===== config.mk =====
export PLATFORM = sky130hd
export DESIGN_NAME = seq_match_logger
export DESIGN_NICKNAME = d
export VERILOG_FILES = /design/src/rtl/seq_match_logger.sv
export SDC_FILE = /design/constraint.sdc
export NUM_CORES = 1
export LEC_CHECK = 0
export CAP_MARGIN = 20
export CORE_MARGIN = 2
export CORE_UTILIZATION = 52
export DETAILED_ROUTE_END_ITERATION = 8
export PLACE_DENSITY = 0.75
export SYNTH_ARGS = -nofsm -noshare
export SYNTH_HDL_FRONTEND = slang
export SYNTH_SLANG_ARGS = --single-unit

===== constraint.sdc =====
create_clock -name clk -period 2.35 [get_ports clk]
set_input_delay 0.47 -clock clk [delete_from_list [all_inputs] [get_ports clk]]
set_output_delay 0.47 -clock clk [all_outputs]
set_load 0.02 [all_outputs]

===== src/rtl/seq_match_logger.sv =====
// seq_match_logger: logs a timestamp for each rising edge of z_in into a show-ahead FIFO and keeps a saturating match count.
// Optional `SEQ_MATCH_LOGGER_IRQ_EN adds irq_thresh/irq.
module seq_match_logger #(
    parameter int TS_W  = 16,
    parameter int DEPTH = 4,
    parameter int CNT_W = 8
) (
    input  logic                       clk,
    input  logic                       reset,
    input  logic                       z_in,
    input  logic                       clear,
    output logic [TS_W-1:0]            ts_data,
    output logic                       ts_valid,
    input  logic                       ts_ready,
    output logic [CNT_W-1:0]           match_count,
    output logic [$clog2(DEPTH):0]     fifo_level,
`ifdef SEQ_MATCH_LOGGER_IRQ_EN
    input  logic [$clog2(DEPTH):0]     irq_thresh,
    output logic                       irq,
`endif
    output logic                       overflow
);
    localparam int AW = $clog2(DEPTH);
    localparam int LW = AW + 1;

    logic [TS_W-1:0]  mem_q [DEPTH];
    logic [TS_W-1:0]  ts_q, ts_d, last_q, last_d;
    logic             z_prev_q;
    logic [AW-1:0]    wptr_q, wptr_d, rptr_q, rptr_d;
    logic [LW-1:0]    level_q, level_d;
    logic [CNT_W-1:0] cnt_q, cnt_d;
    logic             ovf_q, ovf_d;
    logic             match, pop, full, push;

    always_comb begin
        match   = z_in & ~z_prev_q;
        pop     = ts_valid & ts_ready;
        full    = level_q == LW'(DEPTH);
        push    = match & ~clear & (~full | pop);
        ts_d    = ts_q + 1'b1;
        wptr_d  = clear ? '0 : wptr_q + AW'(push);
        rptr_d  = clear ? '0 : rptr_q + AW'(pop);
        level_d = clear ? '0 : level_q + LW'(push) - LW'(pop);
        cnt_d   = clear ? '0 : cnt_q + CNT_W'(match & ~&cnt_q);
        ovf_d   = ~clear & (ovf_q | (match & full & ~pop));
        last_d  = pop ? mem_q[rptr_q] : last_q;
    end

    // last_q keeps ts_data stable at the most recently consumed entry once empty
    assign ts_valid    = level_q != '0;
    assign ts_data     = ts_valid ? mem_q[rptr_q] : last_q;
    assign fifo_level  = level_q;
    assign match_count = cnt_q;
    assign overflow    = ovf_q;

    always_ff @(posedge clk) begin
        if (reset) begin
            ts_q     <= '0;
            last_q   <= '0;
            z_prev_q <= 1'b0;
            wptr_q   <= '0;
            rptr_q   <= '0;
            level_q  <= '0;
            cnt_q    <= '0;
            ovf_q    <= 1'b0;
        end else begin
            ts_q     <= ts_d;
            last_q   <= last_d;
            z_prev_q <= z_in;
            wptr_q   <= wptr_d;
            rptr_q   <= rptr_d;
            level_q  <= level_d;
            cnt_q    <= cnt_d;
            ovf_q    <= ovf_d;
        end
    end

    always_ff @(posedge clk) begin
        if (push && !reset) mem_q[wptr_q] <= ts_q;
    end

`ifdef SEQ_MATCH_LOGGER_IRQ_EN
    logic [LW-1:0] thr;
    logic          irq_q, irq_d;

    always_comb begin
        thr   = (irq_thresh == '0) ? LW'(1) : irq_thresh;
        irq_d = (level_q >= thr) | ovf_q;
    end

    assign irq = irq_q;

    always_ff @(posedge clk) begin
        if (reset) irq_q <= 1'b0;
        else       irq_q <= irq_d;
    end
`endif
endmodule


==> results.rst, run 1 <==
.. list-table::
   :header-rows: 1

   * - Metric
     - Value
   * - Initial antenna violation count
     - 0
   * - Port Buf Inserts
     - 33
   * - DIE HEIGHT
     - about 98 um
   * - First-pass GRT wire length
     - ~15000 um
   * - Critical path required time
     - 1880 ps
   * - Overall die area
     - approximately 9500 um2
   * - First-iteration detailed-routing DRC count
     - 134
   * - Max clock buf depth
     - 2
   * - Crit share post-route
     - 1.05
   * - Post-layout utilization of the core
     - 0.692
   * - Area of all placed cells without fillers
     - approximately 5900 um2
   * - Final RePlAce weighted congestion
     - about 0.77
   * - I/O pin count
     - 34
   * - Failing checks
     - negative setup slack
   * - Library cells used by synthesis
     - 42
   * - Peak supply drop
     - about 380 uV
   * - Remaining global-route overflow
     - 0
   * - Final number of setup-violating endpoints
     - 16
   * - Deepest level of the CTS H-tree
     - 4
   * - WHS
     - around 260 ps
   * - Number of buffers inserted during clock tree synthesis
     - 17
   * - Run status
     - finished, violations left
   * - Horiz. Die Dim
     - 97.6 um
   * - Sink count of the clock tree
     - 113
   * - Final hold viol count
     - 0
   * - Cells after synthesis
     - 301
   * - Drt first pass iters
     - 5
   * - Clock tree from TritonCTS
     - done
   * - Number of placement rows
     - 34
   * - Leakage component of the power
     - about 2.2 nW
   * - Final worst path period need
     - ~2500 ps
   * - Area grow syn2layout
     - 30.5%
   * - Critical path class
     - register to primary output
   * - Power density over the cells
     - 868 nW/um2
   * - CTS Root Cell
     - sky130_fd_sc_hd__clkbuf_8
   * - Synth warn
     - 0
   * - Core ar.
     - between 8000 and 9000 um2
   * - Type of element capturing the critical path
     - primary output
   * - Max-slew headroom at the worst pin
     - 0.599
   * - Max_cap viols
     - 0
   * - Worst-case setup slack after placement
     - -622 ps
   * - Sequential share of the synthesized area
     - 0.637
   * - Maximum fanout count along the critical path
     - 8
   * - Largest net degree at the start of global routing
     - 25
   * - Cell type with the largest total area after synthesis
     - sky130_fd_sc_hd__edfxtp_1
   * - Synth top area share
     - 0.422
   * - Final Total Pwr
     - about 5.2 mW
   * - Proportion of layout cells with a drive suffix above 1
     - 0.339
   * - Max-slew violation count
     - 0
   * - Syn_nets
     - around 310
   * - Final WL
     - slightly above 9000 um
   * - Post-synthesis instance area
     - 4560 um2
   * - Vias in the first global route
     - roughly 2900
   * - Antenna Diode Count
     - 0
   * - DRC violation count after routing
     - 0
   * - Flops & latches, synth
     - around 110
   * - Clk slew on worst S/H paths
     - approximately 50 ps
   * - Ratio of routed vias to standard cells
     - approximately 5.6
   * - Highest achievable clock rate
     - 406 MHz
   * - Most common cell after layout, fill and taps aside
     - sky130_fd_sc_hd__edfxtp_1
   * - Worst hold-check path type
     - input port to register
   * - Overall routing resource usage
     - 0.207
   * - DR WL/cell
     - 18.7 um
   * - Setup repair after global routing missed its margin
     - true
   * - Ranking of synthesized cells by area
     - sky130_fd_sc_hd__edfxtp_1, sky130_fd_sc_hd__dfxtp_1, sky130_fd_sc_hd__mux4_2
   * - Arrival time of data at the critical path endpoint
     - around 2000 ps
   * - Worst setup slack after layout
     - -116 ps
   * - Number of buffers added to fix hold violations after cts
     - 0
   * - Number of nets at the end of the flow
     - approximately 380
   * - Detail Route Antenna Nets
     - 0
   * - Commonest cells after routing, fill and taps aside
     - sky130_fd_sc_hd__edfxtp_1, sky130_fd_sc_hd__dfxtp_1, sky130_fd_sc_hd__nor2_1, sky130_fd_sc_hd__buf_4
   * - Post-place instance area
     - 5130 um2
   * - Startpoint type of the worst setup path
     - register
   * - Clk_skew
     - approximately 10 ps
   * - HPWL after detailed placement
     - 5260 um
   * - Vias
     - about 2700
   * - Register-to-register path setup slack
     - 60 ps
   * - Pin slew with the least headroom to its limit
     - ~600 ps
   * - Initial core utilization
     - 0.530
   * - Worst-skew pair later-pin latency
     - around 500 ps
   * - Average footprint of a synthesized cell
     - around 15 um2
final cells by class:
class | count | area (um2)
Sequential cell | 113 | 2920
Clock inverter | 14 | 214
Multi-Input combinational cell | 169 | 1610
Fill cell | 545 | 2650
Clock buffer | 18 | 418
Inverter | 7 | 26.3
Tap cell | 108 | 135
Timing Repair Buffer | 57 | 622
worst paths after layout:
kind | from | endpoint | depth (start not counted)
worst min register to register | last_q[13] | last_q[13] | 1
worst max register to register | fifo_level[2] | fifo_level[2] | 10
worst max-delay path | rptr_q[0] | ts_data[1] | 4
worst min-delay path | z_in | z_prev_q | 2
kinds of logic after synthesis:
logic type                 count (synthesis)  synth area share
DFF                                      113             0.637
and+or+nand+nor                           78            0.0986
AOI/OAI and AO/OA                         38            0.0604
muxes                                     36             0.132
buffers and inverters                     19            0.0310
xor gates and xnor gates                   9            0.0173
adders and majority gates                  8            0.0236
Yosys cell counts (all sizes together):
cell type and instances:
nor2b 6, a22o 16, nand2 5, buf 8
or2 1, and2 8, inv 7, or3 8
or4 4, o21ai 6, fa 1, ha 7
a31oi 1, nor3 2, o31ai 4, nor4b 1
nand3 8, dfxtp 49, xor2 5, mux4 16
mux2 20, nand2b 1, and3 1, and3b 2
nor2 20, nand4 6, clkbuf 4, a21oi 11
edfxtp 64, xnor2 4, nor4 5
state kept, by name (all words and copies together) (netlist names):
| signal | count |
|---|---|
| last_q | 16 |
| fifo_level | 3 |
| match_count | 8 |
| overflow | 1 |
| wptr_q | 2 |
| mem_q | 64 |
| rptr_q | 2 |
| z_prev_q | 1 |
| ts_q | 16 |
worst max-delay path, cell delays in order, from the launching register on:
cell and delay (ps):
sky130_fd_sc_hd__dfxtp_4 380, sky130_fd_sc_hd__buf_12 140, sky130_fd_sc_hd__mux4_2 540, sky130_fd_sc_hd__mux2_4 290
sky130_fd_sc_hd__buf_6 130
power breakdown:
group | switching (mW) | leakage [nW] | total (mW) | internal, mW
combinational | 0.151 | 0.858 | 0.321 | 0.170
sequential | 0.0249 | 1.02 | 2.13 | 2.10
clock | 0.887 | 0.291 | 2.71 | 1.82
timing repair:
item,CTS,global route
setup buffers,3,6
setup endpoints to repair,18,17
pin swaps,0,1
cloned,1,0
endpoints found under the hold margin,0,0
resized for setup,112,6
per-layer routing:
metal  up-vias  global-route usage  wire length [um]
met2        81               0.332              4620
met1      1365               0.265              3880
li1       1283                   -                 -
met3        13              0.0532               475
met4         0              0.0951               117
met5         -                   0                 0
through the flow:
| step | instances | TNS, ps |
|---|---|---|
| 4_1_cts | 481 | -2650 |
| 3_3_place_gp | 445 | -1330 |
| 2_1_floorplan | 301 | -138 |
| 5_1_grt | 486 | -2520 |
| 6_report | 486 | -1500 |
| 3_5_place_dp | 445 | -1950 |
Note: power is estimated with default switching activity, not from simulation.
==> run 2: changes to the inputs <==
--- a/config.mk
+++ b/config.mk
@@ -7,9 +7,10 @@
 export LEC_CHECK = 0
 export CAP_MARGIN = 20
 export CORE_MARGIN = 2
-export CORE_UTILIZATION = 52
+export CORE_UTILIZATION = 55
+export CTS_CLUSTER_SIZE = 14
 export DETAILED_ROUTE_END_ITERATION = 8
-export PLACE_DENSITY = 0.75
+export PLACE_DENSITY = 0.76
 export SYNTH_ARGS = -nofsm -noshare
 export SYNTH_HDL_FRONTEND = slang
 export SYNTH_SLANG_ARGS = --single-unit
==> constraint.sdc (replaced) <==
create_clock -name clk -period 2.7 [get_ports clk]
set_input_delay 0.54 -clock clk [delete_from_list [all_inputs] [get_ports clk]]
set_output_delay 0.54 -clock clk [all_outputs]
set_load 0.02 [all_outputs]
==> run 2 against run 1 <==
  * The flow now finishes without violations
  * Sequential power shrank 13%
  * Wire length grew 0.87%
  * Sequential share of layout area grew 2.3 points
  * Cell count shrank 1.9%
  * Flip-flop and latch count is the same
  * Clock skew grew 1.9 ps
  * Combinational power shrank 29%
  * Setup slack gained 150 ps
  * Die area shrank 5.2%
  * Critical path type unchanged
  * Largest cell class unchanged
  * Largest power group unchanged
==> results.rst, run 2 (synthesized netlist as in run 1, its figures left out) <==
.. list-table::
   :header-rows: 1

   * - Metric
     - Value
   * - Run status
     - complete, no violations
   * - Setup crit end
     - ts_data[1]
   * - Vias
     - 2746 (+0.15%)
   * - Number of placement rows
     - 33 (-2.9%)
   * - Clk slew on worst S/H paths
     - 50 ps (about the same)
   * - First-pass GRT wire length
     - 14200 um (-5.6%)
   * - FF-to-FF Start
     - fifo_level[2]
   * - Proportion of layout cells with a drive suffix above 1
     - 0.298 (-0.0402)
   * - Remaining global-route overflow
     - 0 (unchanged)
   * - Final hold viol count
     - 0 (unchanged)
   * - Clk_skew
     - 11.9 ps (+1.89 ps)
   * - Port Buf Inserts
     - 33 (unchanged)
   * - Cell class contributing the biggest share of worst-path delay
     - multiplexers
   * - Peak supply drop
     - 377 uV (-1.5%)
   * - Number of filler instances in the final layout
     - 521 (-4.4%)
   * - Number of buffers inserted during clock tree synthesis
     - 17 (unchanged)
   * - Maximum fanout count along the critical path
     - 6 (-2)
   * - First-iteration detailed-routing DRC count
     - 157 (+17%)
   * - Wl on met1
     - 3770 um (-3.0%)
   * - Commonest cells after routing, fill and taps aside
     - sky130_fd_sc_hd__edfxtp_1, sky130_fd_sc_hd__dfxtp_1, sky130_fd_sc_hd__nor2_1, sky130_fd_sc_hd__clkbuf_16, sky130_fd_sc_hd__clkdlybuf4s50_1
   * - Final WL
     - 9170 um (+0.87%)
   * - Type of element capturing the critical path
     - primary output
   * - Number of flip-flops in the largest register
     - 64 (unchanged)
   * - Pin slew with the least headroom to its limit
     - 676 ps (+75.0 ps)
   * - Worst-case setup slack after placement
     - -249 ps (+372 ps)
   * - Horiz. Die Dim
     - 95.0 um (-2.7%)
   * - Initial core utilization
     - 0.560 (+0.0299)
   * - Most common cell after layout, fill and taps aside
     - sky130_fd_sc_hd__edfxtp_1
   * - Critical path buffers and inverters
     - 3 (+1)
   * - Number of nets at the end of the flow
     - 372 (-1.6%)
   * - Start point of the critical path
     - rptr_q[0]
   * - Arrival time of data at the critical path endpoint
     - 2120 ps (+120 ps)
   * - WHS
     - 472 ps (+209 ps)
   * - Startpoint type of the worst setup path
     - register
   * - Drt first pass iters
     - 5 (unchanged)
   * - Register-to-register path setup slack
     - 260 ps (+200 ps)
   * - Max-slew violation count
     - 0 (unchanged)
   * - Post-place instance area
     - 5090 um2 (-0.76%)
   * - Crit share post-route
     - 0.986
   * - Max-slew headroom at the worst pin
     - 0.549 (-0.0500)
   * - Registers with the most flip-flops
     - mem_q (64), last_q (16), ts_q (16)
   * - Highest achievable clock rate
     - 376 MHz
   * - Area of all placed cells without fillers
     - 5660 um2 (-4.7%)
   * - Vias in the first global route
     - 2722 (-6.4%)
   * - Maximum cell stage delay along the critical path
     - 500 ps (-40 ps)
   * - Footprint of the multi-input gates
     - 1510 um2 (-6.3%)
   * - Antenna Diode Count
     - 0 (unchanged)
   * - Worst setup slack after layout
     - 38.7 ps (+155 ps)
   * - Ratio of routed vias to standard cells
     - 5.76 (+2.0%)
   * - Routed wl met3
     - 452 um (-4.8%)
   * - Deepest level of the CTS H-tree
     - 4 (unchanged)
   * - Min-delay src
     - last_q[10]
   * - Critical Path Most Common Cell
     - sky130_fd_sc_hd__buf_12
   * - Area grow syn2layout
     - 24.3%
   * - Met2 routed wirelength
     - 4830 um (+4.7%)
   * - Post-layout utilization of the core
     - 0.696 (+0.00459)
   * - Core ar.
     - 8130 um2 (-5.3%)
   * - Final number of setup-violating endpoints
     - 0 (-16)
   * - Number of buffers added to fix hold violations after cts
     - 0 (unchanged)
   * - Critical Path, Cell by Cell
     - buf_12, buf_12, mux4_2, mux2_2, clkbuf_2
   * - Final worst path period need
     - 2660 ps
   * - CP max-delay cell
     - sky130_fd_sc_hd__mux4_2
   * - Worst-skew pair later-pin latency
     - 510 ps (about the same)
   * - CTS Root Cell
     - sky130_fd_sc_hd__clkbuf_8
   * - Largest net degree at the start of global routing
     - 25 (unchanged)
   * - Worst reg2reg path endpoint
     - fifo_level[2]
   * - Leakage component of the power
     - 2.09 nW (-3.5%)
   * - Final Total Pwr
     - 4.14 mW (-20%)
   * - Max_cap viols
     - 0 (unchanged)
   * - Reg2Reg Depth
     - 10 (unchanged)
   * - Setup repair after global routing missed its margin
     - true
   * - Critical Path Stages
     - 5 (+1)
   * - DR WL/cell
     - 19.2 um (+2.8%)
   * - Overall routing resource usage
     - 0.221 (+0.0144)
   * - Clock tree from TritonCTS
     - done
   * - Overall die area
     - 9030 um2 (-5.2%)
   * - Max clock buf depth
     - 2 (unchanged)
   * - Critical path required time
     - 2160 ps (+280 ps)
   * - Top layer in use
     - met4
   * - Worst hold-check path type
     - register to register
   * - Register with the most flip-flops
     - mem_q
   * - Detail Route Antenna Nets
     - 0 (unchanged)
   * - Final RePlAce weighted congestion
     - 0.700 (-8.5%)
   * - Critical path class
     - register to primary output
   * - I/O pin count
     - 34 (unchanged)
   * - DRC violation count after routing
     - 0 (unchanged)
   * - DIE HEIGHT
     - 95.0 um (-2.7%)
   * - Power density over the cells
     - 731 nW/um2 (-16%)
   * - HPWL after detailed placement
     - 5270 um (+0.29%)
   * - Initial antenna violation count
     - 0 (unchanged)
   * - Sink count of the clock tree
     - 113 (unchanged)
   * - Register area
     - 2910 um2 (-0.30%)
run 2: what timing repair did:
| item | CTS | global route |
|---|---|---|
| buffers inserted | 0 | 3 |
| endpoints found under the setup margin | 16 | 16 |
| gates cloned | 1 | 0 |
| resized for setup | 52 | 9 |
run 2: per-layer routing:
layer,vias to the layer above,track usage
li1,1280,-
met1,1372,0.258
met2,80,0.374
met3,14,0.0798
met4,0,0.0870
met5,-,0
run 2: worst min path at each step:
stage	endpoint	slack [ps]	depth (start not counted)
2_1_floorplan	last_q[0]	440	1
3_3_place_gp	last_q[10]	450	1
3_5_place_dp	last_q[14]	460	1
4_1_cts	last_q[12]	470	1
5_1_grt	last_q[10]	490	1
6_report	last_q[10]	470	1
run 2: cell type report:
| class | instances | area share |
|---|---|---|
| Inverter | 7 | 0.00464 |
| Clock buffer | 23 | 0.0919 |
| Clock inverter | 9 | 0.00862 |
| Sequential cell | 113 | 0.513 |
| Multi-Input combinational cell | 169 | 0.267 |
| Tap cell | 105 | 0.0232 |
| Timing Repair Buffer | 51 | 0.0915 |
run 2: worst register-to-register path, delay by kind of cell (launching register included):
kind	cells	cell delay, ps
buf+inv	2	110
simple gates	4	960
flops	1	340
fa+ha+maj	3	790
xor+xnor	1	160
run 2: metrics by stage:
step | cells | setup TNS [ps]
6_report | 477 | 0
5_1_grt | 477 | -35.3
4_1_cts | 474 | 0
3_5_place_dp | 441 | -249
3_3_place_gp | 441 | -159
2_1_floorplan | 301 | 0
run 2: power breakdown:
part | leakage (nW) | switching, mW | internal [mW]
sequential | 1.01 | 0.0206 | 1.83
combinational | 0.783 | 0.117 | 0.110
clock | 0.292 | 0.734 | 1.33
total | 2.09 | 0.872 | 3.27
==> run 3: changes to the inputs <==
--- a/config.mk
+++ b/config.mk
@@ -5,6 +5,7 @@
 export SDC_FILE = /design/constraint.sdc
 export NUM_CORES = 1
 export LEC_CHECK = 0
+export ABC_CLOCK_PERIOD_IN_PS = 2700
 export CAP_MARGIN = 20
 export CORE_MARGIN = 2
 export CORE_UTILIZATION = 55
==> results of run 3 <==
The final DEF is identical to that of run 2; final timing and power are the same.
